--- src/rtl/diag_pkg.sv ---
// Shared definitions for the diagnostic LED flashers: phase encoding and a
// width helper for parameter-derived counters.
package diag_pkg;

    typedef enum logic [1:0] {
        S_IDLE = 2'd0,
        S_ON   = 2'd1,
        S_OFF  = 2'd2,
        S_GAP  = 2'd3
    } state_t;

    // Bits needed to index v distinct values; never returns less than 1.
    function automatic int unsigned clog2(input int unsigned v);
        int unsigned r;
        r = 0;
        while ((64'd1 << r) < 64'(v)) r++;
        return (r == 0) ? 1 : r;
    endfunction

endpackage

--- src/rtl/diag_tick.sv ---
// Loadable down-counting prescaler: tick_c is high for the one cycle the
// count sits at zero; restart re-arms a full period.
module diag_tick #(
    parameter int unsigned W   = 24,
    parameter int unsigned DIV = 3072000
) (
    input  logic clk,
    input  logic reset,
    input  logic restart,
    output logic tick_c
);

    localparam logic [W-1:0] RELOAD = W'(DIV - 1);

    logic [W-1:0] cnt;

    always_ff @(posedge clk or negedge reset) begin
        if (!reset) begin
            cnt <= RELOAD;
        end else if (restart || (cnt == '0)) begin
            cnt <= RELOAD;
        end else begin
            cnt <= cnt - W'(1);
        end
    end

    assign tick_c = (cnt == '0);

endmodule

--- src/rtl/diag_flash_sched.sv ---
// Round-robin sharing of one diagnostic LED: each granted requester blinks
// its latched flash count, followed by a dark gap, before the next is served.
module diag_flash_sched
    import diag_pkg::*;
#(
    parameter int unsigned NREQ      = 4,
    parameter int unsigned CW        = 3,
    parameter int unsigned TBITS     = 24,
    parameter int unsigned TICK_DIV  = 3072000,
    parameter int unsigned ON_TICKS  = 2,
    parameter int unsigned OFF_TICKS = 2,
    parameter int unsigned GAP_TICKS = 8
) (
    input  logic                 clk,
    input  logic                 reset,
    input  logic [NREQ-1:0]      req,
    input  logic [NREQ*CW-1:0]   code,
    output logic                 out,
    output logic                 busy,
    output logic [NREQ-1:0]      grant,
    output logic                 done
);

    localparam int unsigned MAX_OO = (ON_TICKS > OFF_TICKS) ? ON_TICKS : OFF_TICKS;
    localparam int unsigned MAXT   = (MAX_OO > GAP_TICKS) ? MAX_OO : GAP_TICKS;
    localparam int unsigned PHW    = clog2(MAXT + 1);
    localparam int unsigned PW     = clog2(NREQ);

    localparam logic [PHW-1:0] ON_LAST  = PHW'(ON_TICKS - 1);
    localparam logic [PHW-1:0] OFF_LAST = PHW'(OFF_TICKS - 1);
    localparam logic [PHW-1:0] GAP_LAST = PHW'(GAP_TICKS - 1);

    state_t          state_q, state_n;
    logic [PW-1:0]   ptr_q, ptr_n;
    logic [CW-1:0]   rem_q, rem_n;
    logic [PHW-1:0]  ph_q, ph_n;
    logic            out_n, busy_n, done_n;
    logic [NREQ-1:0] grant_n;
    logic            restart_c, tick_c;
    logic            found_c;
    logic [PW-1:0]   pick_c, idx_c;
    logic [CW-1:0]   pcode_c;

    diag_tick #(
        .W   (TBITS),
        .DIV (TICK_DIV)
    ) u_tick (
        .clk     (clk),
        .reset   (reset),
        .restart (restart_c),
        .tick_c  (tick_c)
    );

    // First pending requester at or after the pointer; scanning downwards
    // lets the nearest one overwrite farther candidates.
    always_comb begin
        found_c = 1'b0;
        pick_c  = '0;
        idx_c   = '0;
        pcode_c = '0;
        for (int k = NREQ - 1; k >= 0; k--) begin
            idx_c = PW'((32'(ptr_q) + 32'(k)) % NREQ);
            if (req[idx_c]) begin
                found_c = 1'b1;
                pick_c  = idx_c;
            end
        end
        for (int i = 0; i < NREQ; i++) begin
            if (pick_c == PW'(i)) pcode_c = code[i*CW +: CW];
        end
    end

    always_comb begin
        state_n   = state_q;
        ptr_n     = ptr_q;
        rem_n     = rem_q;
        ph_n      = ph_q;
        out_n     = out;
        busy_n    = busy;
        grant_n   = grant;
        done_n    = 1'b0;
        restart_c = 1'b0;
        case (state_q)
            S_IDLE: begin
                if (found_c) begin
                    grant_n   = {{(NREQ-1){1'b0}}, 1'b1} << pick_c;
                    busy_n    = 1'b1;
                    ptr_n     = (pick_c == PW'(NREQ - 1)) ? '0 : pick_c + PW'(1);
                    rem_n     = pcode_c;
                    ph_n      = '0;
                    restart_c = 1'b1;
                    if (pcode_c != '0) begin
                        out_n   = 1'b1;
                        state_n = S_ON;
                    end else begin
                        state_n = S_GAP;
                    end
                end
            end
            S_ON: begin
                if (tick_c) begin
                    if (ph_q == ON_LAST) begin
                        ph_n    = '0;
                        rem_n   = rem_q - CW'(1);
                        out_n   = 1'b0;
                        state_n = (rem_q == CW'(1)) ? S_GAP : S_OFF;
                    end else begin
                        ph_n = ph_q + PHW'(1);
                    end
                end
            end
            S_OFF: begin
                if (tick_c) begin
                    if (ph_q == OFF_LAST) begin
                        ph_n    = '0;
                        out_n   = 1'b1;
                        state_n = S_ON;
                    end else begin
                        ph_n = ph_q + PHW'(1);
                    end
                end
            end
            S_GAP: begin
                if (tick_c) begin
                    if (ph_q == GAP_LAST) begin
                        ph_n    = '0;
                        done_n  = 1'b1;
                        grant_n = '0;
                        busy_n  = 1'b0;
                        state_n = S_IDLE;
                    end else begin
                        ph_n = ph_q + PHW'(1);
                    end
                end
            end
            default: state_n = S_IDLE;
        endcase
    end

    always_ff @(posedge clk or negedge reset) begin
        if (!reset) begin
            state_q <= S_IDLE;
            ptr_q   <= '0;
            rem_q   <= '0;
            ph_q    <= '0;
            out     <= 1'b0;
            busy    <= 1'b0;
            grant   <= '0;
            done    <= 1'b0;
        end else begin
            state_q <= state_n;
            ptr_q   <= ptr_n;
            rem_q   <= rem_n;
            ph_q    <= ph_n;
            out     <= out_n;
            busy    <= busy_n;
            grant   <= grant_n;
            done    <= done_n;
        end
    end

endmodule

--- config.mk ---
export PLATFORM = sky130hd
export DESIGN_NAME = diag_flash_sched
export DESIGN_NICKNAME = d
export VERILOG_FILES = /design/src/rtl/diag_pkg.sv /design/src/rtl/diag_tick.sv /design/src/rtl/diag_flash_sched.sv
export SDC_FILE = /design/constraint.sdc
export NUM_CORES = 1
export LEC_CHECK = 0
export ABC_AREA = 1
export BUFFER_PORTS_ARGS = -buffer_cell sky130_fd_sc_hd__buf_2
export CAP_MARGIN = 20
export CORE_UTILIZATION = 60
export CTS_CLUSTER_DIAMETER = 100
export DETAILED_ROUTE_END_ITERATION = 7
export GPL_TIMING_DRIVEN = 0
export PLACE_DENSITY = 0.9
export SYNTH_ARGS = -nofsm -noshare
export SYNTH_HDL_FRONTEND = slang
export SYNTH_SLANG_ARGS = --single-unit
export TNS_END_PERCENT = 1
--- constraint.sdc ---
create_clock -name clk -period 2.9 [get_ports clk]
set_input_delay 0.145 -clock clk [delete_from_list [all_inputs] [get_ports clk]]
set_output_delay 0.145 -clock clk [all_outputs]
set_load 0.02 [all_outputs]
## Yosys cells after proc, flatten, opt, wreduce, memory -nomap -nowiden

Cells that the tools add are included.

- Flip-flop bits (word level): 42
- Latch bits: 0
- RAM bits: 0
- Bits in read-only memories: 0
- Bits of input ports: 18
- Output and inout bits: 7
- Word-level logic and storage cells: 116
- Memories: 0

- $add $sub $neg: 7
- Multipliers: 0
- Div/mod/pow operators: 0
- Order comparisons: 4
- Equality and inequality tests: 18
- Shift operators: 1
- Muxes and demuxes: 62
- Bitwise gates (word level): 0
- Reductions and logical operators: 15

Operator list:

| kind | number |
|---|---|
| $mux W4 | 8 |
| $mux W2 | 13 |
| $logic_not A24 Y1 | 1 |
| $mux W24 | 1 |
| $sub A24 B1 Y24 const B | 1 |
| $mux W1 | 23 |
| $mux W3 | 7 |
| $ne A2 B2 Y1 const B | 8 |
| $reduce_and A7 Y1 | 2 |
| $lt A2 B3 Y1 const B | 4 |
| $pmux W4 S3 | 1 |
| $bmux W1 S2 | 4 |
| $eq A2 B2 Y1 const B | 4 |
| $pmux W2 S4 | 1 |
| $pmux W4 S2 | 1 |
| $reduce_and A4 Y1 | 2 |
| $pmux W3 S2 | 1 |
| $reduce_bool A3 Y1 | 2 |
| $add A2 B1 Y2 const B | 2 |
| $add A2 B2 Y2 const B | 2 |
| $add A4 B1 Y4 const B | 1 |
| $eq A2 B1 Y1 const B | 2 |
| $eq A4 B1 Y1 const B | 1 |
| $eq A4 B3 Y1 const B | 1 |
| other kinds (12) | 14 |

## Longest topological paths before layout

Gate-level depths: netlist of the first run.

- Depth after elaboration: 16
- Depth in mapped cells: 22

## Cells and area by module

Synthesis of the first run repeated with hierarchy kept, for this count alone.

- Cell total of the unflattened synthesis: 407
- Area, all modules: 2951.6 µm²

By module, submodules not included:

| module | times used | cells each | area an instance (µm²) | sequential area each (µm²) |
|---|---|---|---|---|
| diag_tick | 1 | 196 | 1485.2 | 624.3 |
| diag_flash_sched | 1 | 211 | 1466.4 | 450.4 |

## Least setup slack after synthesis of the first run

OpenSTA, ideal clock, no wires.

- Path kind: flip-flop to flip-flop
- Start point: register ptr_q[0]
- End point: register out
- Library setup time: 117 ps
- Arrival time: 2153 ps
- Data required time: 2783 ps
- Path slack: 630 ps
- Cell stages (with the launch flop): 21
- Path buffers: 1
- Period minus slack after synthesis: 2270 ps
- Cell sequence: dfrtp_1 buf_6 nand2_1 nand2_2 nand2_4 nand2_4 nor2_4 nor2_1 o21ai_1 inv_1 ha_1 inv_1 nand3_1 nand2_1 nand2_1 nand2_1 nor2_1 a21oi_1 nand2_1 nand2_1 nand2_1

- Word-level cells in the longest chain between the ends: 15
- Elaborated cells between the ends (all ways): 31

Ends and longest elaborated chain:

| what | line | text |
|---|---|---|
| start, declared | diag_flash_sched.sv:34 | `logic [PW-1:0] ptr_q, ptr_n;` |
| start signal, assigned | diag_flash_sched.sv:152 | `ptr_q <= ptr_n;` |
| $add A2 B2 Y2 | diag_flash_sched.sv:62 | `idx_c = PW'((32'(ptr_q) + 32'(k)) % NREQ);` |
| $bmux W1 S2 | diag_flash_sched.sv:63 | `if (req[idx_c]) begin` |
| $mux W1 (not written as such) | diag_flash_sched.sv:63 |  |
| $mux W2 (4 in series) | diag_flash_sched.sv:63 |  |
| $logic_not A2 Y1 | diag_flash_sched.sv:69 | `if (pick_c == PW'(i)) pcode_c = code[i*CW +: CW];` |
| $mux W3 (4 in series) | diag_flash_sched.sv:69 |  |
| $reduce_bool A3 Y1 | diag_flash_sched.sv:92 | `if (pcode_c != '0) begin` |
| $ne A2 B2 Y1 (no line) | n/a |  |
| $reduce_and A7 Y1 (no line) (*) | n/a |  |
| end signal, assigned | diag_flash_sched.sv:155 | `out <= out_n;` |
| end, declared | diag_flash_sched.sv:18 | `output logic out,` |

Every way passes the cells marked *; elsewhere a longest branch is shown, timed or not. The select of a mux whose other input is x is not followed.
A chain may end at the register's enable or synchronous reset.

## Worst setup path after layout of the first run

Same ends and word-level chain as after synthesis.

==> results of run 1 <==
## layer usage
metal | vias to the layer above | track usage [%]
met4 | 0 | 5.11
li1 | 1225 | -
met5 | - | 0
met1 | 1102 | 30.0
met3 | 2 | 4.47
met2 | 40 | 40.8
## power breakdown
part	internal (mW)	switching [mW]
Combinational	0.729	1.36
Sequential	0.723	0.0873
Clock	0.192	0.206
## worst paths after layout
check | startpoint | slack, ns | cells after the start | end
max in group asynchronous | reset | 1.80 | 2 | state_q[1]$_DFFE_PN0P_
worst max register to register | ptr_q[0]$_DFFE_PN0P_ | 0.32 | 22 | out$_DFFE_PN0P_
worst min register to register | u_tick.cnt[0]$_DFF_PN1_ | 0.47 | 1 | u_tick.cnt[0]$_DFF_PN1_
worst max-delay path | ptr_q[0]$_DFFE_PN0P_ | 0.32 | 22 | out$_DFFE_PN0P_
worst min-delay path | code[10] | 0.31 | 7 | rem_q[1]$_DFFE_PN0P_
min in group asynchronous | reset | 0.51 | 2 | u_tick.cnt[13]$_DFF_PN0_
## cell families (layout without fill, tap and decap cells)
kind of cell | count (synthesis) | count (layout)
AOI/OAI and AO/OA | 51 | 51
and+or+nand+nor | 206 | 206
adders and majority gates | 15 | 15
buffers and inverters | 42 | 75
DFF | 42 | 42
xor gates and xnor gates | 6 | 6
## sequential cells by signal, summed over array words and instances, names as in the netlist
register	flops
ph_q	4
grant	4
done	1
out	1
rem_q	3
state_q	2
u_tick.cnt	24
ptr_q	2
busy	1
## worst max-delay path: stages (launching register included)
cell     delay (ns)
dfrtp_1        0.38
buf_6          0.14
inv_6          0.08
nand2_1        0.05
nand2_1        0.11
nand2_1        0.09
nand2_1        0.06
inv_1          0.05
nand2_1        0.12
nand2_1        0.10
o21ai_2        0.11
inv_1          0.09
ha_1           0.25
inv_1          0.11
nand3_1        0.08
nand2_1        0.07
nand2_1        0.05
nand2_1        0.09
nor2_1         0.07
a21oi_1        0.19
nand2_1        0.07
nand2_1        0.06
nand2_1        0.05
## cells in the final DEF, fill, tap and decap left out, types with 2 or more instances in the layout
cell type	synthesis	final
nand2_1	96	96
nor2_1	43	43
inv_1	34	34
o21ai_0	24	24
buf_2	0	24
dfrtp_1	23	23
dfstp_2	19	19
nand3_1	17	17
nand2_2	16	16
ha_1	15	15
a21oi_1	11	11
nor2_2	7	7
o21ai_1	8	7
clkbuf_8	0	6
nand2_4	5	5
xnor2_1	5	5
nand3_2	5	5
nor3_1	4	4
inv_2	3	3
o21ai_2	2	3
nand4_1	3	3
nor2_4	2	2
o211ai_1	2	2
nand3b_1	2	2
## what timing repair did
action	CTS	global route
hold endpoints to repair	1	0
resized for setup	0	1
endpoints found under the setup margin	0	1
hold buffers	1	0
## final cells by class
type,count,area [µm²]
sequential,42,1070
fill,337,1330
multi-input combinational,278,1520
tap,52,65.1
clock inverter,2,12.5
clock buffer,6,82.6
buffer,2,31.3
inverter,40,163
timing repair buffer,25,130
## stage by stage
step / setup slack [ns] / instances / total power [mW] / cell area [µm²] / hold slack [ns]
2_1_floorplan: 0.630 / 362 / 2.46 / 2790 / -0.151
5_1_grt: 0.0398 / 447 / 3.64 / 3080 / 0.398
3_3_place_gp: 0.434 / 438 / 2.79 / 2970 / 0.316
6_report: 0.320 / 447 / 3.30 / 3080 / 0.314
4_1_cts: 0.335 / 447 / 3.28 / 3080 / 0.309
3_5_place_dp: 0.356 / 438 / 2.87 / 2970 / 0.322
==> results.cfg, run 1 <==
[logic_synthesis]
yosys.cell_types.count = 38
ys_warn_count = 0
yosysMostFrequentCell = nand2_1
syn_nets = 395
syn_area_um2 = 2790
synth_enable_flop_cells = 0
syn_inst = 362
async_flop_share_pct = 100
yosysTopAreaCellShare_pct = 20.6
synth_fa_ha_area_share_pct = 6.73
synthTopCellsByCount = nand2_1 (96), nor2_1 (43), inv_1 (34), o21ai_0 (24), dfrtp_1 (23)
yosys-mux-area-fraction_pct = 0
synthXorXnorAreaFrac_pct = 1.88
syn_avg_cell_area_um2 = 7.70
yosys.area.top_type = dfrtp_1
synth_top_family_by_area = simple AND/OR/NAND/NOR gates
ys_seq_area_share_pct = 38.5
yosys.area_share.simple_pct = 35.8
ys_ff_latch = 42
synth-compound-area-share_pct = 10.1
yosys-top-cells-area = dfrtp_1 (21%), dfstp_2 (18%), nand2_1 (13%)
synth-main-ff-cell = dfrtp_1

[clock_tree]
htree_num_levels = 2
root_buffer = clkbuf_8
cts_setup_buffers = 0
cts_tree = built
cts.clk_slew.worst_paths_ns = 0.08
tritoncts.num_buffers = 5
clockBufferDepth = 2
clock_latency_ns = 0.30
clock-sinks = 42

[pwr]
powerDensity_nw_per_um2 = 1070
power_leakage_nw = 1.45
ir_drop_mv = 0.969

[drt]
route.met2.wl_um = 2690
firstDrtPassIters = 5
wire_per_inst_um = 12.0
drc = 0
wl_um = 5360
drtAntennaViolNets = 0
dr.first_iter.drc_count = 159
vias = 2369
vias_per_cell = 5.30
top_layer = met4
drt-met1-wl_um = 2470
wl_met3_um = 176

[timing]
fin_crit_sh_pct = 89.0
finalSetupViolations = 0
rsz0062_at_grt = false
hold_viol = 0
setup-tns-final_ns = 0
period_needed_ns = 2.58
skew_ns = 0.0109
slew-limit-headroom_pct = 38.8
max_freq_ghz = 0.388
tightest_slew_ns = 0.917
slew_viol_final = 0

[worst_setup_path]
crit_arrival_ns = 2.76
critPathCaptureType = register
start_kind = register
cp.required_ns = 3.08
setup.worst_path.class = reg2reg
path_max_fanout = 8

[flow_run]
drv_cap = 0

[final_layout]
drive_above_1_share_pct = 25.1
final_nets = 427
area_growth_pct = 10.5
utilization_pct = 69.8
num_antenna_cells = 0

[status]
status = complete, no violations

[placed_design]
port_buffers = 24
globalplace.congestion = 0.798
dp_hpwl_um = 4040

[floorplan]
ios = 25
die_w_um = 70.2
core-area_um2 = 4410
fp-row-count = 24
dieHeight_um = 70.2
die_area_um2 = 4920
initial_core_util_pct = 63.2

[grt]
grt_pass1_wl_um = 9370
overflow = 0
grt_usage_pct = 23.4
antenna_found_initial = 0
grt_max_degree = 43
grt_pass1_vias = 2249

[hold_path]
hold_path_class = in2reg
No activity file was read; power rests on OpenSTA's default activity.
==> inputs of run 2 (changes only) <==
--- a/config.mk
+++ b/config.mk
@@ -5,14 +5,13 @@
 export SDC_FILE = /design/constraint.sdc
 export NUM_CORES = 1
 export LEC_CHECK = 0
-export ABC_AREA = 1
 export BUFFER_PORTS_ARGS = -buffer_cell sky130_fd_sc_hd__buf_2
 export CAP_MARGIN = 20
-export CORE_UTILIZATION = 60
+export CORE_UTILIZATION = 59
 export CTS_CLUSTER_DIAMETER = 100
 export DETAILED_ROUTE_END_ITERATION = 7
 export GPL_TIMING_DRIVEN = 0
-export PLACE_DENSITY = 0.9
+export PLACE_DENSITY = 0.89
 export SYNTH_ARGS = -nofsm -noshare
 export SYNTH_HDL_FRONTEND = slang
 export SYNTH_SLANG_ARGS = --single-unit
==> constraint.sdc (replaced) <==
create_clock -name clk -period 2.8 [get_ports clk]
set_input_delay 0.14 -clock clk [delete_from_list [all_inputs] [get_ports clk]]
set_output_delay 0.14 -clock clk [all_outputs]
set_load 0.02 [all_outputs]
==> results.cfg, run 2 <==
[status]
status = complete, but fails checks
violations = hold timing

[worst_setup_path]
cp.required_ns = 2.99
path_max_fanout = 7
crit_arrival_ns = 2.97
r2r_end = state_q[1]$_DFFE_PN0P_
setup.worst_path.class = reg2reg
start_kind = register
r2r.worst_path.cells = 10
r2r_slack_ns = 0.02
critPathCaptureType = register
timing.rr.start = ptr_q[1]$_DFFE_PN0P_

[logic_synthesis]
yosys.cell_types.count = 55
yosysMostFrequentCell = nand2_1
syn_area_um2 = 2610
yosys-top-cells-area = dfrtp_1 (22%), dfstp_2 (19%), ha_1 (7.2%)
syn_inst = 271
ys_ff_latch = 42
yosys.area.top_type = dfrtp_1
async_flop_share_pct = 100
synthTopCellsByCount = nand2_1 (34), nor2_1 (26), dfrtp_1 (23), dfstp_2 (19)
syn_avg_cell_area_um2 = 9.62
syn_nets = 304
synth-main-ff-cell = dfrtp_1
ys_seq_area_share_pct = 41.2
synth_enable_flop_cells = 0
ys_warn_count = 0
yosysTopAreaCellShare_pct = 22.1

[clock_tree]
cts_tree = built
clockBufferDepth = 2
cts.clk_slew.worst_paths_ns = 0.08
clock_latency_ns = 0.30
cts_setup_buffers = 0
tritoncts.num_buffers = 5
cts_hold_buf = 0
clock-sinks = 42
htree_num_levels = 2
root_buffer = clkbuf_8

[final_layout]
multiInputGateArea_um2 = 1470
largest_reg_flops = 24
regArea_um2 = 1070
drive_above_1_share_pct = 24.2
utilization_pct = 70.7
largest_registers = u_tick.cnt: 24 flops, grant: 4 flops, ph_q: 4 flops
num_antenna_cells = 0
final_nets = 334
largest_register = u_tick.cnt
final_cell_mix = nand2_1 (34), nor2_1 (26), buf_2 (25)
layout_commonest_cell = nand2_1
nFillCells = 301
area_growth_pct = 11.5

[drt]
firstDrtPassIters = 4
wire_per_inst_um = 16.1
drc = 0
drtAntennaViolNets = 0
dr.first_iter.drc_count = 168
wl_um = 5650
vias = 2179
vias_per_cell = 6.19

[pwr]
p_clk_share_pct = 16.1
seqPwrFrac_pct = 35.1
power_switching_share_pct = 42.2
p_comb_share_pct = 48.8
p_switching_mw = 1.08
power.internal_mw = 1.47
powerDensity_nw_per_um2 = 877
total_power_mw = 2.55
ir_drop_mv = 0.710
power_leakage_nw = 1.22

[placed_design]
globalplace.congestion = 0.840
port_buffers = 24
dp_worst_setup_slack_ns = -0.223
dp_hpwl_um = 3940

[floorplan]
initial_core_util_pct = 63.4
core-area_um2 = 4120
dieHeight_um = 68.5
die_w_um = 68.5
ios = 25
die_area_um2 = 4690
fp-row-count = 23

[timing]
slew_viol_final = 0
period_needed_ns = 2.78
finalSetupViolations = 0
rsz0062_at_grt = true
max_freq_ghz = 0.359
whs_ns = -0.0354
hold_viol = 23
fin_crit_sh_pct = 99.4
tightest_slew_ns = 0.895
skew_ns = 0.00981
finalWorstSetupSlack_ns = 0.0156
slew-limit-headroom_pct = 40.3

[grt]
use_met2_pct = 44.0
overflow = 0
grt_usage_pct = 27.0
grt_use_met3_pct = 6.00
grt_pass1_wl_um = 9200
antenna_found_initial = 0
grt_use_met1_pct = 34.7
grt_pass1_vias = 2011
top_usage_layer = met2
grt_max_degree = 43

[flow_run]
drv_cap = 0

[hold_path]
hold_path_class = in2async
run 2: cell types whose count changed after synthesis, moves of 7 or more:
cell | previous run | this run
o21ai_0 | 24 | 6
inv_1 | 34 | 15
xor2_1 | 1 | 10
nor2_1 | 43 | 26
nand2_1 | 96 | 34
nor2_2 | 7 | 0
o21ai_1 | 8 | 1
nand2_2 | 16 | 0
nand3_1 | 17 | 10
run 2: timing repair:
item	4_1_cts	5_1_grt
pin swaps	1	0
endpoints found under the setup margin	2	2
resized for setup	1	4
run 2: logic make-up (layout without fill, tap and decap cells):
family          after synthesis  count (layout)  share of synthesized area, %
compound gates               45              45                          12.9
xor+xnor                     18              18                          6.05
fa+ha+maj                    15              15                          7.20
buf+inv                      23              54                          3.50
flops                        42              42                          41.2
mux                           5               5                          2.21
simple gates                123             123                          26.9
run 2: final cells by class:
cell class / instances / share of cell area (%)
clock buffer: 7 / 2.97
tap: 50 / 2.15
timing repair buffer: 24 / 4.13
multi-input combinational: 206 / 50.6
buffer: 7 / 1.08
sequential: 42 / 37.0
inverter: 15 / 1.94
clock inverter: 1 / 0.172
run 2: through the flow:
step                instances  TNS (ns)  hold WS [ns]  area, µm²
finish                    352         0       -0.0354       2910
detailed placement        345    -0.418         0.325       2790
CTS                       352         0       0.00544       2880
global placement          345    -0.280         0.320       2790
global route              352    -0.120        0.0524       2910
floorplan                 271         0        -0.156       2610
run 2: power by group through the flow:
stage / logic, mW / clock network, mW / registers, mW
floorplan: 0.878 / 0 / 0.909
global placement: 1.14 / 0 / 0.889
detailed placement: 1.20 / 0 / 0.896
CTS: 1.21 / 0.411 / 0.887
global route: 1.39 / 0.432 / 0.917
finish: 1.24 / 0.410 / 0.895
run 2: routing by layer:
metal  part of all wire, %  up-vias
met3                   4.4        9
met4                   1.6        0
met1                    44     1089
li1                      -     1031
met2                    50       50
met5                     0        -
run 2: how the worst max path moves through the flow:
stage                               from                      to  slack, ns  cells past startpoint
finish              ptr_q[1]$_DFFE_PN0P_  state_q[1]$_DFFE_PN0P_       0.02                     10
global route        ptr_q[1]$_DFFE_PN0P_  state_q[1]$_DFFE_PN0P_       -0.1                     10
CTS                 ptr_q[1]$_DFFE_PN0P_  state_q[1]$_DFFE_PN0P_      0.006                     10
detailed placement  ptr_q[1]$_DFFE_PN0P_  state_q[1]$_DFFE_PN0P_      -0.22                     10
global placement    ptr_q[1]$_DFFE_PN0P_  state_q[1]$_DFFE_PN0P_      -0.17                     10
floorplan           ptr_q[1]$_DFFE_PN0P_  state_q[1]$_DFFE_PN0P_       0.12                     10
run 2: critical path, cell delays in order, from the launching register on:
cell and delay [ns]:
dfrtp_1 0.46, nand2b_1 0.19, and3_1 0.22, a311oi_4 0.31, inv_1 0.12, ha_2 0.25, nor3b_1 0.15, a221o_1 0.30
and4_1 0.23, a21o_1 0.18, mux2_4 0.27
==> inputs of run 3 (changes only) <==
--- a/config.mk
+++ b/config.mk
@@ -7,11 +7,12 @@
 export LEC_CHECK = 0
 export BUFFER_PORTS_ARGS = -buffer_cell sky130_fd_sc_hd__buf_2
 export CAP_MARGIN = 20
-export CORE_UTILIZATION = 59
+export CORE_UTILIZATION = 61
+export CTS_BUF_LIST = sky130_fd_sc_hd__clkbuf_2 sky130_fd_sc_hd__clkbuf_4 sky130_fd_sc_hd__clkbuf_8
 export CTS_CLUSTER_DIAMETER = 100
 export DETAILED_ROUTE_END_ITERATION = 7
 export GPL_TIMING_DRIVEN = 0
-export PLACE_DENSITY = 0.89
+export PLACE_DENSITY = 0.82
 export SYNTH_ARGS = -nofsm -noshare
 export SYNTH_HDL_FRONTEND = slang
 export SYNTH_SLANG_ARGS = --single-unit
==> results.cfg, run 3 (synthesized netlist as in run 2, its figures left out) <==
[hold_path]
holdPathStages = 4
hold_path_class = in2reg
min_from = req[2]
holdPathEnd = ptr_q[0]$_DFFE_PN0P_

[clock_tree]
tritoncts.num_buffers = 5
cts.clk_slew.worst_paths_ns = 0.08
clockBufferDepth = 2
htree_num_levels = 2
cts_tree = built
clock-sinks = 42
clock_latency_ns = 0.29
root_buffer = clkbuf_8

[grt]
overflow = 0
grt_pass1_wl_um = 8550
grt_usage_pct = 25.2
antenna_found_initial = 0
grt_pass1_vias = 1907
grt_max_degree = 43

[worst_setup_path]
cp.required_ns = 2.98
worstPathCellList = nand2b_1, and3_1, a311oi_4, inv_1, ha_2, nor3b_1, a221o_1, and4_1, a21o_1, mux2_4
critPathCaptureType = register
start_kind = register
path_max_fanout = 7
critPathMaxStageDelay_ns = 0.44
crit_slowest_cell = dfrtp_1
cp_top_family = simple AND/OR/NAND/NOR gates
r2r_slack_ns = 0.09
r2r.worst_path.cells = 10
timing.rr.start = ptr_q[1]$_DFFE_PN0P_
r2r_end = state_q[1]$_DFFE_PN0P_
path_buf_inv = 1
setup.worst_path.class = reg2reg
crit_arrival_ns = 2.89

[drt]
drtAntennaViolNets = 0
vias_per_cell = 5.82
drc = 0
vias = 2061
dr.first_iter.drc_count = 119
wl_um = 5280
firstDrtPassIters = 4
wire_per_inst_um = 14.9

[timing]
period_needed_ns = 2.71
hold_viol = 0
slew-limit-headroom_pct = 39.7
skew_ns = 0.00659
max_freq_ghz = 0.369
whs_ns = 0.440
slew_viol_final = 0
finalSetupViolations = 0
tightest_slew_ns = 0.905
finalWorstSetupSlack_ns = 0.0914
fin_crit_sh_pct = 96.7

[final_layout]
drive_above_1_share_pct = 25.0
largest_register = u_tick.cnt
regArea_um2 = 1070
utilization_pct = 72.7
nFillCells = 300
largest_registers = u_tick.cnt: 24 flops, grant: 4 flops, ph_q: 4 flops
final_nets = 336
layout_commonest_cell = nand2_1
final_cell_mix = nand2_1 (34), nor2_1 (26), buf_2 (25)
stdcell_count = 354
multiInputGateArea_um2 = 1470
num_antenna_cells = 0
area_growth_pct = 13.1
largest_reg_flops = 24

[placed_design]
dp_worst_setup_slack_ns = -0.205
globalplace.congestion = 0.791
dp_hpwl_um = 3710
dp_cells = 345
port_buffers = 24

[floorplan]
initial_core_util_pct = 64.3
die_w_um = 67.4
die_area_um2 = 4540
dieHeight_um = 67.4
core-area_um2 = 4060
ios = 25
fp-row-count = 23

[pwr]
ir_drop_mv = 0.562
total_power_mw = 2.60
power_leakage_nw = 1.24
powerDensity_nw_per_um2 = 882

[flow_run]
drv_cap = 0

[status]
status = complete, no violations
## run 3: cell count changes in the layout (fill, tap and decap cells not counted), sizes merged
cell / delta
dlygate4sd3: +1
buf: +1
bufinv: +1
clkinv: -1
## run 3: worst max-delay path by stage
stage                               startpoint                     end  depth (start not counted)
final                     ptr_q[1]$_DFFE_PN0P_  state_q[1]$_DFFE_PN0P_                         10
after detailed placement  ptr_q[1]$_DFFE_PN0P_  state_q[1]$_DFFE_PN0P_                         10
after CTS                 ptr_q[1]$_DFFE_PN0P_  state_q[1]$_DFFE_PN0P_                         10
after floorplan           ptr_q[1]$_DFFE_PN0P_  state_q[1]$_DFFE_PN0P_                         10
after global routing      ptr_q[1]$_DFFE_PN0P_  state_q[1]$_DFFE_PN0P_                         10
after global placement    ptr_q[1]$_DFFE_PN0P_  state_q[1]$_DFFE_PN0P_                         10
## run 3: layout make-up
class / count / share of cell area, %
Buffer: 7 / 1.06
Clock buffer: 7 / 2.84
Sequential cell: 42 / 36.4
Multi-Input combinational cell: 206 / 50.0
Timing Repair Buffer: 26 / 4.66
Clock inverter: 1 / 1.02
Tap cell: 50 / 2.12
Inverter: 15 / 1.91
## run 3: stage by stage
stage	TNS (ns)	instance area [µm²]
finish	0	2950
detailed placement	-0.379	2790
floorplan	0	2610
CTS	0	2920
global route	-0.0675	2950
global placement	-0.254	2790
## run 3: power breakdown
group	total (mW)	internal [mW]	switching (mW)	leakage (nW)
Clock	0.490	0.286	0.204	0.0593
Combinational	1.22	0.518	0.704	0.685
Sequential	0.890	0.761	0.130	0.491
Total	2.60	1.57	1.04	1.24
## run 3: worst register-to-register path, delay by kind of cell (launching register included)
| kind | cells | cell delay, ns |
|---|---|---|
| buffers and inverters | 1 | 0.12 |
| AOI/OAI and AO/OA | 3 | 0.76 |
| adders and majority gates | 1 | 0.25 |
| muxes | 1 | 0.26 |
| and+or+nand+nor | 4 | 0.77 |
| DFF | 1 | 0.44 |
## run 3: routing by layer
metal  vias to the layer above  global-route usage [%]  wire length [µm]
li1                       1032                       -                 -
met1                       994                    32.7              2570
met2                        22                    42.0              2500
met3                        13                    4.05                86
met4                         0                    9.84               126
met5                         -                       0                 0
## run 3: repair_timing
| item | 4_1_cts | 5_1_grt |
|---|---|---|
| endpoints found under the hold margin | 7 | 0 |
| pin swaps | 0 | 1 |
| hold buffers | 1 | 0 |
| setup buffers | 0 | 1 |
| setup endpoints to repair | 2 | 2 |
| resized for setup | 1 | 5 |
